==> config.mk <==
export PLATFORM = sky130hd
export DESIGN_NAME = i2c_master_ctrl
export DESIGN_NICKNAME = d
export VERILOG_FILES = /design/src/rtl/i2c_master_ctrl.sv
export SDC_FILE = /design/constraint.sdc
export NUM_CORES = 1
export LEC_CHECK = 0
export CAP_MARGIN = 20
export CORE_MARGIN = 2
export CORE_UTILIZATION = 40
export CTS_BUF_LIST = sky130_fd_sc_hd__clkbuf_8
export DETAILED_ROUTE_END_ITERATION = 7
export DONT_BUFFER_PORTS = 1
export PLACE_DENSITY = 0.65
export SYNTH_ARGS = -nofsm -noshare
export SYNTH_HDL_FRONTEND = slang
export SYNTH_SLANG_ARGS = --single-unit
==> constraint.sdc <==
create_clock -name clk_i -period 2.6 [get_ports clk_i]
set_clock_uncertainty 0.2 [all_clocks]
set_input_delay 0.52 -clock clk_i [delete_from_list [all_inputs] [get_ports clk_i]]
set_output_delay 0.52 -clock clk_i [all_outputs]
set_load 0.02 [all_outputs]
==> src/rtl/i2c_master_ctrl.sv <==
// i2c_master_ctrl: byte-level I2C bus master turning START/STOP/WRITE/READ commands into open-drain SCL/SDA phases
// Ports: clk_i/rst_i clock and sync active-high reset; cmd_valid_i/cmd_ready_o/cmd_i/wr_data_i/rd_nack_i command handshake;
//        done_o/ack_o/err_o/rd_data_o completion results; busy_o bus owned; scl_i/sda_i resolved bus levels;
//        scl_o/sda_o 0 = pull low, 1 = release.
// Option: define I2C_CLK_STRETCH_EN to let a slave stretch SCL during q1 of any phase.
module i2c_master_ctrl #(
    parameter int CLK_DIV    = 125,
    parameter int DATA_WIDTH = 8
) (
    input  logic                  clk_i,
    input  logic                  rst_i,
    input  logic                  cmd_valid_i,
    output logic                  cmd_ready_o,
    input  logic [1:0]            cmd_i,
    input  logic [DATA_WIDTH-1:0] wr_data_i,
    input  logic                  rd_nack_i,
    output logic                  done_o,
    output logic                  ack_o,
    output logic                  err_o,
    output logic [DATA_WIDTH-1:0] rd_data_o,
    output logic                  busy_o,
    input  logic                  scl_i,
    input  logic                  sda_i,
    output logic                  scl_o,
    output logic                  sda_o
);
    localparam int QW = $clog2(CLK_DIV);
    localparam int BW = $clog2(DATA_WIDTH + 1);
    localparam logic [QW-1:0] QMAX = QW'(CLK_DIV - 1);
    localparam logic [BW-1:0] BMAX = BW'(DATA_WIDTH - 1);
    typedef enum logic [2:0] {IDLE, START, STOP, BIT, ACK, DONE} state_t;
    state_t state_q, state_d;
    logic [QW-1:0] qcnt_q, qcnt_d;
    logic [1:0] ph_q, ph_d, cmd_q, cmd_d;
    logic [BW-1:0] bit_q, bit_d;
    logic [DATA_WIDTH-1:0] sh_q, sh_d, rd_data_q, rd_data_d;
    logic nack_q, nack_d, rej_q, rej_d, acks_q, acks_d, scl_q, scl_d, sda_q, sda_d;
    logic ready_q, ready_d, done_q, done_d, ack_q, ack_d, err_q, err_d, busy_q, busy_d;
    logic q_end, stall, on_bus, scl_hi;
`ifdef I2C_CLK_STRETCH_EN
    // a slave holding SCL low while we release it freezes q1 at its first count
    assign stall = (ph_q == 2'd1) && scl_q && !scl_i;
`else
    logic unused_scl;
    assign unused_scl = scl_i;
    assign stall = 1'b0;
`endif
    assign q_end  = qcnt_q == QMAX;
    assign on_bus = state_q inside {START, STOP, BIT, ACK};
    assign scl_hi = ph_d == 2'd1 || ph_d == 2'd2;
    always_comb begin
        state_d   = state_q;
        qcnt_d    = qcnt_q;
        ph_d      = ph_q;
        cmd_d     = cmd_q;
        bit_d     = bit_q;
        sh_d      = sh_q;
        rd_data_d = rd_data_q;
        nack_d    = nack_q;
        rej_d     = rej_q;
        acks_d    = acks_q;
        ack_d     = ack_q;
        err_d     = err_q;
        busy_d    = busy_q;
        done_d    = 1'b0;
        scl_d     = scl_q;
        sda_d     = sda_q;
        if (state_q == IDLE && cmd_valid_i && ready_q) begin
            cmd_d   = cmd_i;
            nack_d  = rd_nack_i;
            sh_d    = wr_data_i;
            qcnt_d  = '0;
            ph_d    = '0;
            bit_d   = '0;
            rej_d   = cmd_i != 2'd0 && !busy_q;
            busy_d  = busy_q || cmd_i == 2'd0;
            state_d = rej_d ? DONE : cmd_i == 2'd0 ? START : cmd_i == 2'd1 ? STOP : BIT;
        end else if (on_bus) begin
            qcnt_d = (stall || q_end) ? '0 : qcnt_q + 1'b1;
            ph_d   = q_end ? ph_q + 2'd1 : ph_q;
            if (q_end && ph_q == 2'd2) begin
                if (state_q == BIT && cmd_q == 2'd3) sh_d = {sh_q[DATA_WIDTH-2:0], sda_i};
                if (state_q == ACK) acks_d = !sda_i;
            end
            if (q_end && ph_q == 2'd3) begin
                if (state_q == BIT) begin
                    bit_d   = bit_q + 1'b1;
                    sh_d    = cmd_q == 2'd2 ? {sh_q[DATA_WIDTH-2:0], 1'b0} : sh_d;
                    state_d = bit_q == BMAX ? ACK : BIT;
                end else begin
                    state_d = DONE;
                end
            end
        end else if (state_q == DONE) begin
            state_d   = IDLE;
            done_d    = 1'b1;
            err_d     = rej_q;
            ack_d     = !rej_q && cmd_q == 2'd2 && acks_q;
            rd_data_d = (!rej_q && cmd_q == 2'd3) ? sh_q : rd_data_q;
            busy_d    = (!rej_q && cmd_q == 2'd1) ? 1'b0 : busy_q;
        end
        // bus levels are registered from the next phase so they change on a quarter's first cycle;
        // IDLE and DONE hold whatever the last phase left on the bus
        if (state_d == START) begin
            scl_d = scl_hi;
            sda_d = !ph_d[1];
        end else if (state_d == STOP) begin
            scl_d = ph_d != 2'd0;
            sda_d = ph_d[1];
        end else if (state_d == BIT) begin
            scl_d = scl_hi;
            sda_d = cmd_d == 2'd3 || sh_d[DATA_WIDTH-1];
        end else if (state_d == ACK) begin
            scl_d = scl_hi;
            sda_d = cmd_d == 2'd3 ? nack_d : 1'b1;
        end
        // low from the acceptance edge until the cycle after the done pulse
        ready_d = state_d == IDLE && state_q == IDLE;
    end
    always_ff @(posedge clk_i) begin
        if (rst_i) begin
            state_q   <= IDLE;
            qcnt_q    <= '0;
            ph_q      <= '0;
            cmd_q     <= '0;
            bit_q     <= '0;
            sh_q      <= '0;
            rd_data_q <= '0;
            nack_q    <= 1'b0;
            rej_q     <= 1'b0;
            acks_q    <= 1'b0;
            ack_q     <= 1'b0;
            err_q     <= 1'b0;
            busy_q    <= 1'b0;
            done_q    <= 1'b0;
            ready_q   <= 1'b1;
            scl_q     <= 1'b1;
            sda_q     <= 1'b1;
        end else begin
            state_q   <= state_d;
            qcnt_q    <= qcnt_d;
            ph_q      <= ph_d;
            cmd_q     <= cmd_d;
            bit_q     <= bit_d;
            sh_q      <= sh_d;
            rd_data_q <= rd_data_d;
            nack_q    <= nack_d;
            rej_q     <= rej_d;
            acks_q    <= acks_d;
            ack_q     <= ack_d;
            err_q     <= err_d;
            busy_q    <= busy_d;
            done_q    <= done_d;
            ready_q   <= ready_d;
            scl_q     <= scl_d;
            sda_q     <= sda_d;
        end
    end
    assign cmd_ready_o = ready_q;
    assign done_o      = done_q;
    assign ack_o       = ack_q;
    assign err_o       = err_q;
    assign rd_data_o   = rd_data_q;
    assign busy_o      = busy_q;
    assign scl_o       = scl_q;
    assign sda_o       = sda_q;
endmodule

Word-level counts from Yosys, hierarchy flattened. Index checks and enable logic that the tools add are counted.

Input port bits: 16. Word-level logic and storage cells: 115. Register bits: 44.

Reduce and logical (&&, ||, !) cells: 35. Multiplexer cells: 36. Eq/ne operators: 21. $add $sub $neg: 3. Bitwise operators: 2.

Operators with widths (count): 2-to-1 mux 8 bit (7); 2-to-1 mux 3 bit (7); 2-to-1 mux 1 bit (16); == test 2 bit (second input constant) (6); == test 3 x 2 -> 1 bit (second input constant) (4); logical AND 1 bit (11); 2-to-1 mux 2 bit (5); nonzero test 2 bit (5); == test 3 bit (second input constant) (3); AND reduction 3 bit (3); AND reduction 4 bit (2); nonzero test 4 bit (2); adder 7 x 1 -> 7 bit (second input constant) (1); == test 7 bit (second input constant) (1); 2-to-1 mux 7 bit (1); == test 2 x 1 -> 1 bit (second input constant) (3); == test 3 x 1 -> 1 bit (second input constant) (2); zero test 3 bit (2); adder 4 x 1 -> 4 bit (second input constant) (1); == test 4 x 3 -> 1 bit (second input constant) (1); zero test 1 bit (4); logical OR 1 bit (3); OR reduction 3 bit (1); adder 2 x 1 -> 2 bit (second input constant) (1); 4 further kinds (5).

Longest topological paths before layout. Gate-level depths: netlist of run 1.

Word-level depth: 13. Gate-level depth with buffers: 10. Gate-level depth less buffers: 10.

Least setup slack after synthesis of run 1. No wires, ideal clock.

Path type: register to register. Start: register ph_q[1]. End: register sda_q, in the netlist sda_o. Period minus slack after synthesis: 2347 ps. Data required time: 2276 ps. Path slack: 253 ps. Buffers on the path: 0. Library setup time: 124 ps. Arrival: 2022 ps. Cell stages (with the launch flop): 8. Path through: dfxtp_1 ha_1 nand4_1 a2111o_1 a22oi_2 nand2_1 xnor2_1 a2111o_1.

Longest elaborated chain between the ends: 12.

RTL lines: start, declared (line 34) `logic [1:0] ph_q, ph_d, cmd_q, cmd_d;`; start signal, assigned (line 142) `ph_q <= ph_d;`; == test 2 bit (line 81) `if (q_end && ph_q == 2'd2) begin`; logical AND 1 bit (line 81); 2-to-1 mux 8 bit (line 81); 2-to-1 mux 8 bit (line 88) `sh_d = cmd_q == 2'd2 ? {sh_q[DATA_WIDTH-2:0], 1'b0} : sh_d;`; 2-to-1 mux 8 bit (line 86) `if (state_q == BIT) begin`; 2-to-1 mux 8 bit (line 85) `if (q_end && ph_q == 2'd3) begin`; 2-to-1 mux 8 bit (line 78) `end else if (on_bus) begin`; 2-to-1 mux 8 bit (line 68) `if (state_q == IDLE && cmd_valid_i && ready_q) begin`; logical OR 1 bit (line 112) `sda_d = cmd_d == 2'd3 || sh_d[DATA_WIDTH-1];`; 2-to-1 mux 1 bit (line 110) `end else if (state_d == BIT) begin`; 2-to-1 mux 1 bit (line 107) `end else if (state_d == STOP) begin`; 2-to-1 mux 1 bit (line 104) `if (state_d == START) begin`; end signal, assigned (line 138) `sda_q <= 1'b1;`; end signal, assigned (line 156) `sda_q <= sda_d;`; end, declared (line 37) `logic nack_q, nack_d, rej_q, rej_d, acks_q, acks_d, scl_q, scl_d, sda_q, sda_d;`.

Parallel ways exist; a longest one is shown, timed or not. The select of a mux whose other input is x is not followed. A chain may end at the register's enable or synchronous reset.

Final worst setup path of run 1.
Start: register ph_q[1]. End: register scl_q, in the netlist scl_o.

Longest elaborated chain between the ends: 10.

RTL lines: adder 2 x 1 -> 2 bit (line 80) `ph_d = q_end ? ph_q + 2'd1 : ph_q;`; 2-to-1 mux 2 bit (line 80); 2-to-1 mux 2 bit (line 78); 2-to-1 mux 2 bit (line 68); == test 2 x 1 -> 1 bit / == test 2 bit (equally long branches) (line 50) `assign scl_hi = ph_d == 2'd1 || ph_d == 2'd2;`; logical OR 1 bit (line 50); 2-to-1 mux 1 bit (line 113) `end else if (state_d == ACK) begin`; 2-to-1 mux 1 bit (line 110); 2-to-1 mux 1 bit (line 107); 2-to-1 mux 1 bit (line 104); end signal, assigned (line 155) `scl_q <= scl_d;`; end, declared (line 37).

Parallel ways exist; a longest one is shown, timed or not. The select of a mux whose other input is x is not followed.

==> run summary, run 1 <==
The clock period minus worst slack is 2.46 ns, and the number of sinks on the clock net is 44. Post-synth design cell area: 2150 sq um. The maximum fanout along the worst path is 5. The gate count after technology mapping was 242; the post-CTS clock slew at the launch and capture registers of the worst setup and hold paths was 0.08 ns. For this run, design rule violations remaining after detail routing come to 0. In this run the core area contains 26 standard-cell rows. For this design the ratio of total power to cell area is 689 nW/um^2.

Summed over all cells, the static leakage comes to 0.814 nW. The area share of the leading cell type in the synthesized netlist came out at 41.0%. The total area inside the core boundary comes to 5140 sq um.

The synthesized design contains 0 enable-type register cells. The run gives 317 as the non-filler instance count after layout. Fill cells in the final layout number 530. The tools report the total I/O pin count as 31. The vertical die dimension is 77.3 um, and the final design instance area without fill is 2370 sq um. After Yosys synthesis, XOR and XNOR cells account for 3.67% of the synthesized area. Derived from the worst setup path, the maximum achievable clock frequency is 406 MHz. The clock passes through at most 2 buffers. The logs give 0 for the number of max-cap violations and 0.789 for the last weighted congestion value of the routability-driven placer. The hold buffer count at cts came out at 0. The path class of the tightest hold or removal check is primary input to flop.

In this run the number of H-tree levels came out at 2. Setup repair after global routing left no endpoint under its margin. Setup slack on the critical path of the routed design comes to 0.137 ns.

The final routed wire length divided by cell count was 14.2 um; the final sum of negative setup slack was 0 ns. The fraction of layout instances using a drive strength above 1 was 13.4%. The die covers 5970 sq um.

The switching power share of the total works out to 28.8%. For the count of inserted antenna diode cells, the log shows 0. The type of destination of the critical path was a flop.

The number of setup buffers added after CTS is 0. The run gives 57.8% as the worst relative slew slack. Global routing finished with a remaining overflow of 0. At the later pin of the worst-skew pair, clock insertion delay measures 0.30 ns. The total cell area at the placement stage came out at 2250 sq um. On the worst path, the slowest cell contributes a delay of 0.45 ns.

Total detailed-routing wirelength: 4510 um. Synthesis produced a netlist with a net count of 264. For the worst flop-to-flop path, the logic depth is 8. The clock network is responsible for 33.8% of the overall power.

The die is 77.3 um wide. The routed design uses 2050 um of met2 wire. Once detail routing completed, the nets flagged for antenna violations numbered 0. For the met3 wire length, the log shows 189 um. The actual transition at the worst max-transition pin came out at 0.627 ns. Main combinational cell family by area after synthesis: simple AND/OR/NAND/NOR gates. For this design, the slowest cell found on the critical path is a2111o_1.

Entering global routing, the biggest net connects 40 pins. The worst register-to-register path begins at ph_q[1]. The number of cells traversed by the worst hold path came out at 1. Across the VDD grid, the largest voltage drop is 0.000288 V.

The run gives 0 as the final hold violation count. TritonCTS built the clock tree. The logs give 1588 for the via count of the first global-routing pass and 2.62 ns for the required time at the worst-slack endpoint. The count of distinct cell types in the synthesized netlist was 50; the initial antenna violation count was 0. The design internal power is 1.16 mW. The top cell family by delay on the critical path was compound AO/OA/AOI/OAI gates.

Capturing point of the worst reg2reg path: scl_o. The overall via count from detail_route is 1723, and the total power draw is 1.64 mW. The area fraction in compound gates after synthesis is 16.5%. In the finished design, the share of the clock period the worst path needs comes to 94.7%.

The share of async-settable or async-resettable flops after synthesis works out to 0%. In the post-synthesis netlist, the biggest area contributors are dfxtp_1 (41%), mux2i_1 (6.5%), nor2_1 (5.1%). Of the post-synthesis cell area, the part taken by muxes is 7.57%. The Yosys step of the flow raised 0 warnings. The combinational share of power came out at 18.2%. Startpoint type of the worst setup path: a flop. Traced cell by cell, the critical path runs through ha_2 > nand4_1 > a2111o_1 > a22oi_2 > nand2_1 > buf_4 > mux2_2 > o211ai_1. In the final design database the tool counted 268 nets.

The final count of negative-setup-slack endpoints was 0; the initial core utilization was 41.8%. The critical path is of the flop to flop type. The run gives 0 as the max-slew violation count.

The area growth from synthesis to final layout was 10.5%; the length of routed wiring on met1 was 2190 um. The basic-gate share of the synthesized area counting and, or, nand and nor cells was 23.9%; the worst setup timing slack at the placement stage was 0.118 ns. TritonCTS created 5 clock buffers. Sequential elements use 41.0% of the synthesized area.

The tools report the clock tree root driver cell as clkbuf_8. The fraction of the core area covered by cells at the end of the flow is 46.2%, and the final worst hold slack is 0.0889 ns. The first detailed-routing pass ran for 4 iterations.

The synthesized netlist devotes 3.49% of its cell area to adder and majority cells. The fraction of power consumed by sequential logic came out at 48.0%. The tools report the endpoint with the worst hold slack as err_o. The total of flip-flops plus latches after synthesis was 44; the switching power summed over all nets was 471 uW. The detail-routed via count per cell was 5.44. In this run the top signal layer used is met4.

In this run the register-to-register setup slack is 0.14 ns. The largest total area in the synthesized netlist belongs to dfxtp_1. The count of buffering cells on the critical path with inverters included works out to 1. Among all flip-flop cells after synthesis, the most frequent one is dfxtp_1. Global routing consumed, over all layers together, 16.0% of the routing resources. In this run the most critical hold path is launched from rst_i. In this run, placement finished with an instance count of 309. In this run, the number of DRC markers left after iteration 0 of detailed routing was 88. Synthesized area per cell: 8.88 sq um. Data on the critical path arrives at its endpoint at 2.48 ns. The flow ran to the end, and the final reports show no timing, DRC or antenna violations.

The count of input and output buffers works out to 0. The wire length of the first global-routing pass was 7690 um; the HPWL after detailed placement was 3300 um.
## state kept, by name (all words and copies together) (netlist names)
| signal | flops |
|---|---|
| rd_data_o | 8 |
| sh_q | 8 |
| qcnt_q | 7 |
| bit_q | 4 |
| state_q | 3 |
| cmd_q | 2 |
| ph_q | 2 |
| ack_o | 1 |
| acks_q | 1 |
| busy_o | 1 |
| cmd_ready_o | 1 |
| done_o | 1 |
| err_o | 1 |
| nack_q | 1 |
| rej_q | 1 |
| scl_o | 1 |
| sda_o | 1 |
## cell type report
class / count / area [sq um] / share of cell area (%)
clock buffers: 6 / 82.6 / 3.48
clock inverters: 2 / 38.8 / 1.63
inverters: 7 / 26.3 / 1.11
multi-input cells: 179 / 1190 / 50.2
flip-flops and latches: 44 / 881 / 37.1
well taps: 70 / 87.6 / 3.69
repair buffers: 9 / 67.6 / 2.85
## cells by family after synthesis
group                    after synthesis
flip-flops                            44
adder cells (fa/ha/maj)                6
XOR/XNOR                               9
multiplexers                          16
AND/OR/NAND/NOR                       98
AO/OA/AOI/OAI                         50
buffers and inverters                 19
## cell usage after synthesis (all sizes together), types with 3 or more instances
library cell,count
a21oi,20
a22oi,7
and2,3
buf,3
clkbuf,9
dfxtp,44
ha,6
inv,7
mux2i,14
nand2,28
nand3b,3
nand4,7
nor2,31
nor3,11
nor4,4
o21ai,3
o31a,3
or3,5
xnor2,4
xor2,5
## power by group through the flow
| stage | combinational [mW] | clock [mW] | sequential, mW |
|---|---|---|---|
| after floorplan | 0.254 | 0 | 0.782 |
| after global placement | 0.291 | 0 | 0.801 |
| after detailed placement | 0.298 | 0 | 0.801 |
| after CTS | 0.300 | 0.567 | 0.785 |
| after global routing | 0.332 | 0.593 | 0.792 |
| final | 0.297 | 0.552 | 0.786 |
## how the worst max path moves through the flow
stage | start | depth (start not counted) | slack (ns) | to
floorplan | ph_q[1] | 7 | 0.25 | sda_o
global placement | ph_q[1] | 7 | 0.16 | sda_o
detailed placement | ph_q[1] | 7 | 0.12 | sda_o
CTS | ph_q[1] | 8 | 0.09 | scl_o
global route | ph_q[1] | 7 | 0.003 | sda_o
finish | ph_q[1] | 8 | 0.14 | scl_o
## per-layer routing
layer	vias to the layer above	global-route usage [%]
li1	878	-
met3	7	3.88
met5	-	0
met4	0	6.43
met1	803	21.7
met2	35	24.5
## placed cells by master (no fill, tap or decap), types with 3 or more instances in the layout
master    synthesis  layout
or3_1             4       4
mux2i_1          14      14
nor3_1            9       9
dfxtp_1          44      44
inv_1             7       7
nand3b_1          3       3
nor2_1           29      28
xor2_1            5       5
clkbuf_8          0       6
ha_1              6       5
buf_4             0       9
a22oi_1           6       6
nand2_1          28      28
a21oi_1          20      20
xnor2_1           4       4
nand4_1           7       7
## what timing repair did
item / CTS / global route
resized for setup: 0 / 2
endpoints found under the setup margin: 0 / 2
endpoints found under the hold margin: 0 / 0
Power figures use the tool's default switching activity.
==> run 2, diff against run 1 <==
clock period = 2.3 ns   (was 2.6 ns; I/O delays follow)
==> run summary, run 2 (synthesized netlist as in run 1, its figures left out) <==
Number of max-cap violations: 0 (unchanged). The total cell area at the placement stage was 2440 sq um (+8.5%); the number of cells in the design after placement was 334 (+8.1%). For the number of levels in the clock H-tree, the log shows 2 (unchanged).

Startpoint type of the worst setup path: a flop. In this run the clock root is driven by a clkbuf_8. The tools report the initial core utilization as 41.8% (unchanged). For the clock latency on the worst-skew pair, the log shows 0.30 ns (about the same).

Fraction of the core area covered by cells at the end of the flow: 51.7% (+5.5 points). The final reports fail on setup timing. For the final hold violation count, the log shows 0 (unchanged). The via count of the first global-routing pass came out at 1702 (+7.2%). The worst setup path is captured at a flop. The delay of the slowest cell on the worst path was 0.40 ns (-0.05 ns); the data arrival time at the worst-slack endpoint was 2.32 ns (-0.16 ns). The areal power density over the cells was 734 nW/um^2 (+6.6%). Setup repair after global routing could not meet its margin everywhere. The share of the clock period used by the worst path after layout is 102% (+7.1 points). The tools report the final design instance area without fill as 2660 sq um (+12%).

The run gives 345 (+8.8%) as the non-filler instance count after layout. The number of cells on the worst reg-to-reg path was 9 (+1). The required time at the worst-slack endpoint is 2.28 ns (-0.34 ns), and the total global routing overflow is 0 (unchanged). The most common library cell in the layout ignoring fill and taps is dfxtp_1. The count of inserted antenna diode cells was 0 (unchanged). The final count of negative-setup-slack endpoints is 1 (+1), and the final layout net count is 296 (+10%). The logs give 8150 um (+5.9%) for the wire length of the first global-routing pass and -0.0429 ns (-0.180 ns) for the worst setup margin. For the number of nets with antenna violations after routing, the log shows 0 (unchanged). Walking the worst path, the cells encountered are ha_2 > nand3b_1 > buf_4 > nor4_2 > o31a_1 > buf_6 > nand2_2 > xnor2_1 > a2111o_1. The clock period minus worst slack is 2.34 ns (-0.120 ns), and the overall die area is 5970 sq um (unchanged). The area growth from synthesis to final layout came out at 23.7%. For the worst supply voltage drop on vdd, the log shows 0.000545 V (+89%). TritonCTS built the clock tree. For this design, the slowest cell found on the critical path is a2111o_1. The maximum root-to-sink buffer count is 2 (unchanged). The post-CTS clock slew at the launch and capture registers of the worst setup and hold paths came out at 0.09 ns (about the same). The final routed wire length divided by cell count was 13.9 um (-2.1%); the DRC violation total after the first TritonRoute iteration was 86 (-2.3%). The detail-routed via count per cell came out at 5.28 (-2.9%). For the total I/O pin count, the log shows 31 (unchanged). The HPWL after detailed placement is 3500 um (+6.2%), and the max-slew violation count is 0 (unchanged). The logs give 44 (unchanged) for the number of sinks on the clock net and 0.803 (+1.8%) for the last weighted congestion value of the routability-driven placer. The pin count of the biggest net entering global routing is 40 (unchanged). Kind of critical path: flop to flop.

Maximum fanout along the worst path: 3 (-2). The worst relative slew slack was 78.3% (+20 points). The vertical die dimension came out at 77.3 um (unchanged). The logs give -0.0429 ns (-0.0429 ns) for the final sum of negative setup slack and 5 (unchanged) for the number of buffers inserted during clock tree synthesis. The total detailed-routing wirelength was 4810 um (+6.6%).

The maximum clock frequency was 427 MHz (+5.1%). The x dimension of the die was 77.3 um (unchanged). The count of input and output buffers was 0 (unchanged); the overall via count from detail_route was 1820 (+5.6%). The flow ran to the end, but the final reports show violations.

For the area of the core, the log shows 5140 sq um (unchanged). Number of cells traversed by the worst hold path: 1 (unchanged). Leaving out fill and tap cells, the most frequent cells in the layout are dfxtp_1 (37), buf_4 (35), nor2_1 (28), nand2_1 (27), a21oi_1 (20).

The tools report the remaining routing DRC violations as 0 (unchanged). The total routing usage reported by global routing was 17.0% (+0.94 points); the actual transition at the worst max-transition pin was 0.323 ns (-0.304 ns). The worst hold path belongs to the class primary input to flop. The number of cell rows is 26 (unchanged), and the initial antenna violation count is 0 (unchanged).

The number of iterations in the first detailed-routing pass is 4 (unchanged), and the leakage power total is 0.959 nW (+18%). The tools report the final worst hold slack as 0.0327 ns (-0.0563 ns). The fraction of layout instances using a drive strength above 1 is 28.4% (+15 points).
[run 2: cell count changes in the layout (fill, tap and decap cells not counted), sizes merged]
cell  previous run  this run
buf              9        37
[run 2: cell type report]
cell class / instances / area [sq um]
repair buffers: 37 / 285
well taps: 70 / 87.6
multi-input cells: 179 / 1250
flip-flops and latches: 44 / 890
fillers: 513 / 2480
clock buffers: 6 / 82.6
inverters: 7 / 26.3
clock inverters: 2 / 38.8
[run 2: per-layer routing]
layer	global-route usage, %	part of all wire (%)	up-vias
li1	-	-	935
met1	23.6	50	851
met2	25.9	45	30
met3	3.65	4.0	4
met4	6.07	1.4	0
met5	0	0	-
[run 2: stage by stage]
| stage | power, mW | setup slack (ns) |
|---|---|---|
| finish | 1.95 | -0.0429 |
| CTS | 1.95 | -0.0434 |
| floorplan | 1.17 | 0.00505 |
| global route | 2.05 | -0.151 |
| detailed placement | 1.32 | -0.152 |
| global placement | 1.31 | -0.105 |
[run 2: timing repair]
action,4_1_cts,5_1_grt
buffers inserted,1,2
pin swaps,3,6
resized for setup,7,15
endpoints found under the setup margin,2,8
endpoints found under the hold margin,0,0
hold buffers,0,0
[run 2: power by group]
part | internal (mW) | leakage [nW] | switching (mW)
Sequential | 0.816 | 0.361 | 0.0677
Combinational | 0.230 | 0.537 | 0.221
Clock | 0.355 | 0.0614 | 0.262
[run 2: worst paths after layout]
| path | from | end | slack [ns] |
|---|---|---|---|
| setup reg to reg | bit_q[1] | sda_o | -0.04 |
| hold reg to reg | nack_q | nack_q | 0.26 |
| hold / removal | rst_i | qcnt_q[1] | 0.03 |
| setup / recovery | bit_q[1] | sda_o | -0.04 |
[run 2: critical path, delay by kind of cell, from the launching register on]
kind / cells / cell delay (ns)
xor+xnor: 1 / 0.14
fa+ha+maj: 1 / 0.18
simple gates: 3 / 0.45
flops: 1 / 0.34
compound gates: 2 / 0.64
buf+inv: 2 / 0.29
==> run 3, diff against run 2 <==
CTS_CLUSTER_DIAMETER = 60   (was default)
MAX_ROUTING_LAYER = met4   (was default)
TNS_END_PERCENT = 50   (was default)
==> run summary, run 3 (synthesized netlist as in run 1, its figures left out) <==
The clock latency on the worst-skew pair was 0.30 ns (about the same); the total power draw was 1.95 mW (about the same). TritonCTS built the clock tree. Number of cell rows: 26 (unchanged).

The fraction of layout instances using a drive strength above 1 is 28.4% (unchanged), and the areal power density over the cells is 734 nW/um^2 (about the same). The maximum root-to-sink buffer count was 2 (unchanged). The clock period minus worst slack works out to 2.34 ns (-0.00355 ns). The worst relative slew slack is 78.2% (about the same), and the hold buffer count at cts is 0 (unchanged). Worst setup margin: -0.0394 ns (+0.00355 ns). Post-CTS clock slew at the launch and capture registers of the worst setup and hold paths: 0.09 ns (about the same). Type of destination of the critical path: a flop.

The max-slew violation count is 0 (unchanged), and the x dimension of the die is 77.3 um (unchanged). The actual transition at the worst max-transition pin is 0.324 ns (+0.000407 ns). The final hold violation count came out at 0 (unchanged).

The setup path with the least slack is of type flop to flop. The overall via count from detail_route was 1809 (-0.60%); the detail-routed via count per cell was 5.24 (-0.60%). The logs give 0.0335 ns (+0.000809 ns) for the final worst hold slack and 0.815 (+1.5%) for the last weighted congestion value of the routability-driven placer.

The initial antenna violation count came out at 0 (unchanged). The vertical die dimension was 77.3 um (unchanged). The tools report the source of the worst register-to-register timing path as bit_q[1]. The tree is rooted in a clkbuf_8.

The DRC violation total after the first TritonRoute iteration came out at 73 (-15%). The pin count of the biggest net entering global routing was 40 (unchanged). The tools report the startpoint type of the worst setup path as a flop. The area of the core came out at 5140 sq um (unchanged). The final sum of negative setup slack was -0.0394 ns (+0.00355 ns). For the worst supply voltage drop on vdd, the log shows 0.000545 V (about the same). For the final-layout fill cell count, the log shows 513 (unchanged). The initial core utilization is 41.8% (unchanged), and the leakage power total is 0.959 nW (unchanged). The run finished, with violations left. The count of input and output buffers is 0 (unchanged). The design internal power is 1.40 mW (about the same).

The run gives 0 (unchanged) as the total global routing overflow. The maximum fanout along the worst path was 3 (unchanged); the fraction of power consumed by sequential logic was 45.3% (about the same). The final layout net count was 296 (unchanged). Walking the worst path, the cells encountered are ha_2 > nand3b_1 > buf_4 > nor4_2 > o31a_1 > buf_6 > nand2_2 > xnor2_1 > a2111o_1. The wire length of the first global-routing pass is 8130 um (-0.25%), and the HPWL after detailed placement is 3500 um (unchanged). The worst setup timing slack at the placement stage was -0.152 ns (unchanged). For the count of inserted antenna diode cells, the log shows 0 (unchanged). The final reports fail on setup timing. The logs give 4 (unchanged) for the number of iterations in the first detailed-routing pass and 2 (unchanged) for the number of levels in the clock H-tree. Startpoint of the worst setup timing path: bit_q[1]. The most common library cell in the layout ignoring fill and taps was dfxtp_1.

For the combinational share of power, the log shows 23.1% (about the same). For the overall die area, the log shows 5970 sq um (unchanged). The tools report the start point of the worst hold path as rst_i. The total detailed-routing wirelength was 4790 um (-0.23%); the switching power share of the total was 28.2% (about the same).

The remaining routing DRC violations is 0 (unchanged). The tools report the maximum clock frequency as 427 MHz (+0.15%). The final routed wire length divided by cell count is 13.9 um (-0.23%).

The number of sinks on the clock net came out at 44 (unchanged). The tightest min-delay check is of the primary input to flop type. The required time at the worst-slack endpoint was 2.28 ns (about the same); the number of nets with antenna violations after routing was 0 (unchanged).

For this design, the slowest cell found on the critical path is a2111o_1. The final count of negative-setup-slack endpoints was 1 (unchanged). The area growth from synthesis to final layout came out at 23.7% (unchanged). The switching power summed over all nets was 550 uW (about the same); the fraction of the core area covered by cells at the end of the flow was 51.7% (unchanged). The library cells used most frequently in the layout, excluding fill and tap cells, are dfxtp_1 (37), buf_4 (35), nor2_1 (28), nand2_1 (27), a21oi_1 (20). Setup repair after global routing could not meet its margin everywhere. The number of buffers inserted during clock tree synthesis was 5 (unchanged). The run gives 2.32 ns (about the same) as the data arrival time at the worst-slack endpoint. The clock share of power is 31.6% (about the same). The delay of the slowest cell on the worst path was 0.40 ns (about the same).

The tools report the number of max-cap violations as 0 (unchanged). For the via count of the first global-routing pass, the log shows 1699 (-0.18%). Share of the clock period used by the worst path after layout: 102% (-0.15 points).

The total routing usage reported by global routing is 17.4% (+0.42 points). For the total I/O pin count, the log shows 31 (unchanged).
run 3: cell counts in the layout (fill, tap and decap cells not counted):
Identical to the previous run, type by type.
run 3: what timing repair did:
| action | 4_1_cts | 5_1_grt |
|---|---|---|
| buffers inserted | 1 | 2 |
| endpoints found under the setup margin | 2 | 8 |
| pin swaps | 3 | 6 |
| endpoints found under the hold margin | 0 | 0 |
| resized for setup | 7 | 15 |
run 3: final timing paths:
| path | cells past startpoint | to | slack [ns] |
|---|---|---|---|
| max | 9 | sda_o | -0.04 |
| max reg2reg | 9 | sda_o | -0.04 |
| min reg2reg | 2 | nack_q | 0.26 |
| min | 1 | ph_q[0] | 0.03 |
run 3: layout make-up:
cell class                 count  area, sq um  area share [%]
multi-input combinational    179         1250            46.9
sequential                    44          890            33.5
timing repair buffer          37          285            10.7
tap                           70         87.6            3.30
clock buffer                   6         82.6            3.11
clock inverter                 2         38.8            1.46
inverter                       7         26.3           0.989
run 3: routing by layer:
layer | track usage [%] | up-vias | share of wire (%)
li1 | - | 936 | -
met1 | 23.7 | 840 | 48
met2 | 25.7 | 29 | 45
met3 | 3.53 | 4 | 5.2
met4 | 6.07 | 0 | 1.4
met5 | - | - | 0
run 3: power by group through the flow:
stage	Sequential (mW)	Clock (mW)	Combinational, mW
global route	0.892	0.662	0.497
CTS	0.882	0.638	0.426
global placement	0.897	0	0.411
floorplan	0.884	0	0.289
detailed placement	0.898	0	0.418
finish	0.883	0.616	0.451
run 3: critical path: cells and delay by family (launching register included):
family	cells	cell delay [ns]
compound gates	2	0.64
simple gates	3	0.45
flops	1	0.34
buf+inv	2	0.29
fa+ha+maj	1	0.18
xor+xnor	1	0.14
run 3: metrics by stage:
step / cell area [sq um] / std cells
2_1_floorplan: 2150 / 242
3_3_place_gp: 2440 / 334
3_5_place_dp: 2440 / 334
4_1_cts: 2590 / 343
5_1_grt: 2660 / 345
6_report: 2660 / 345
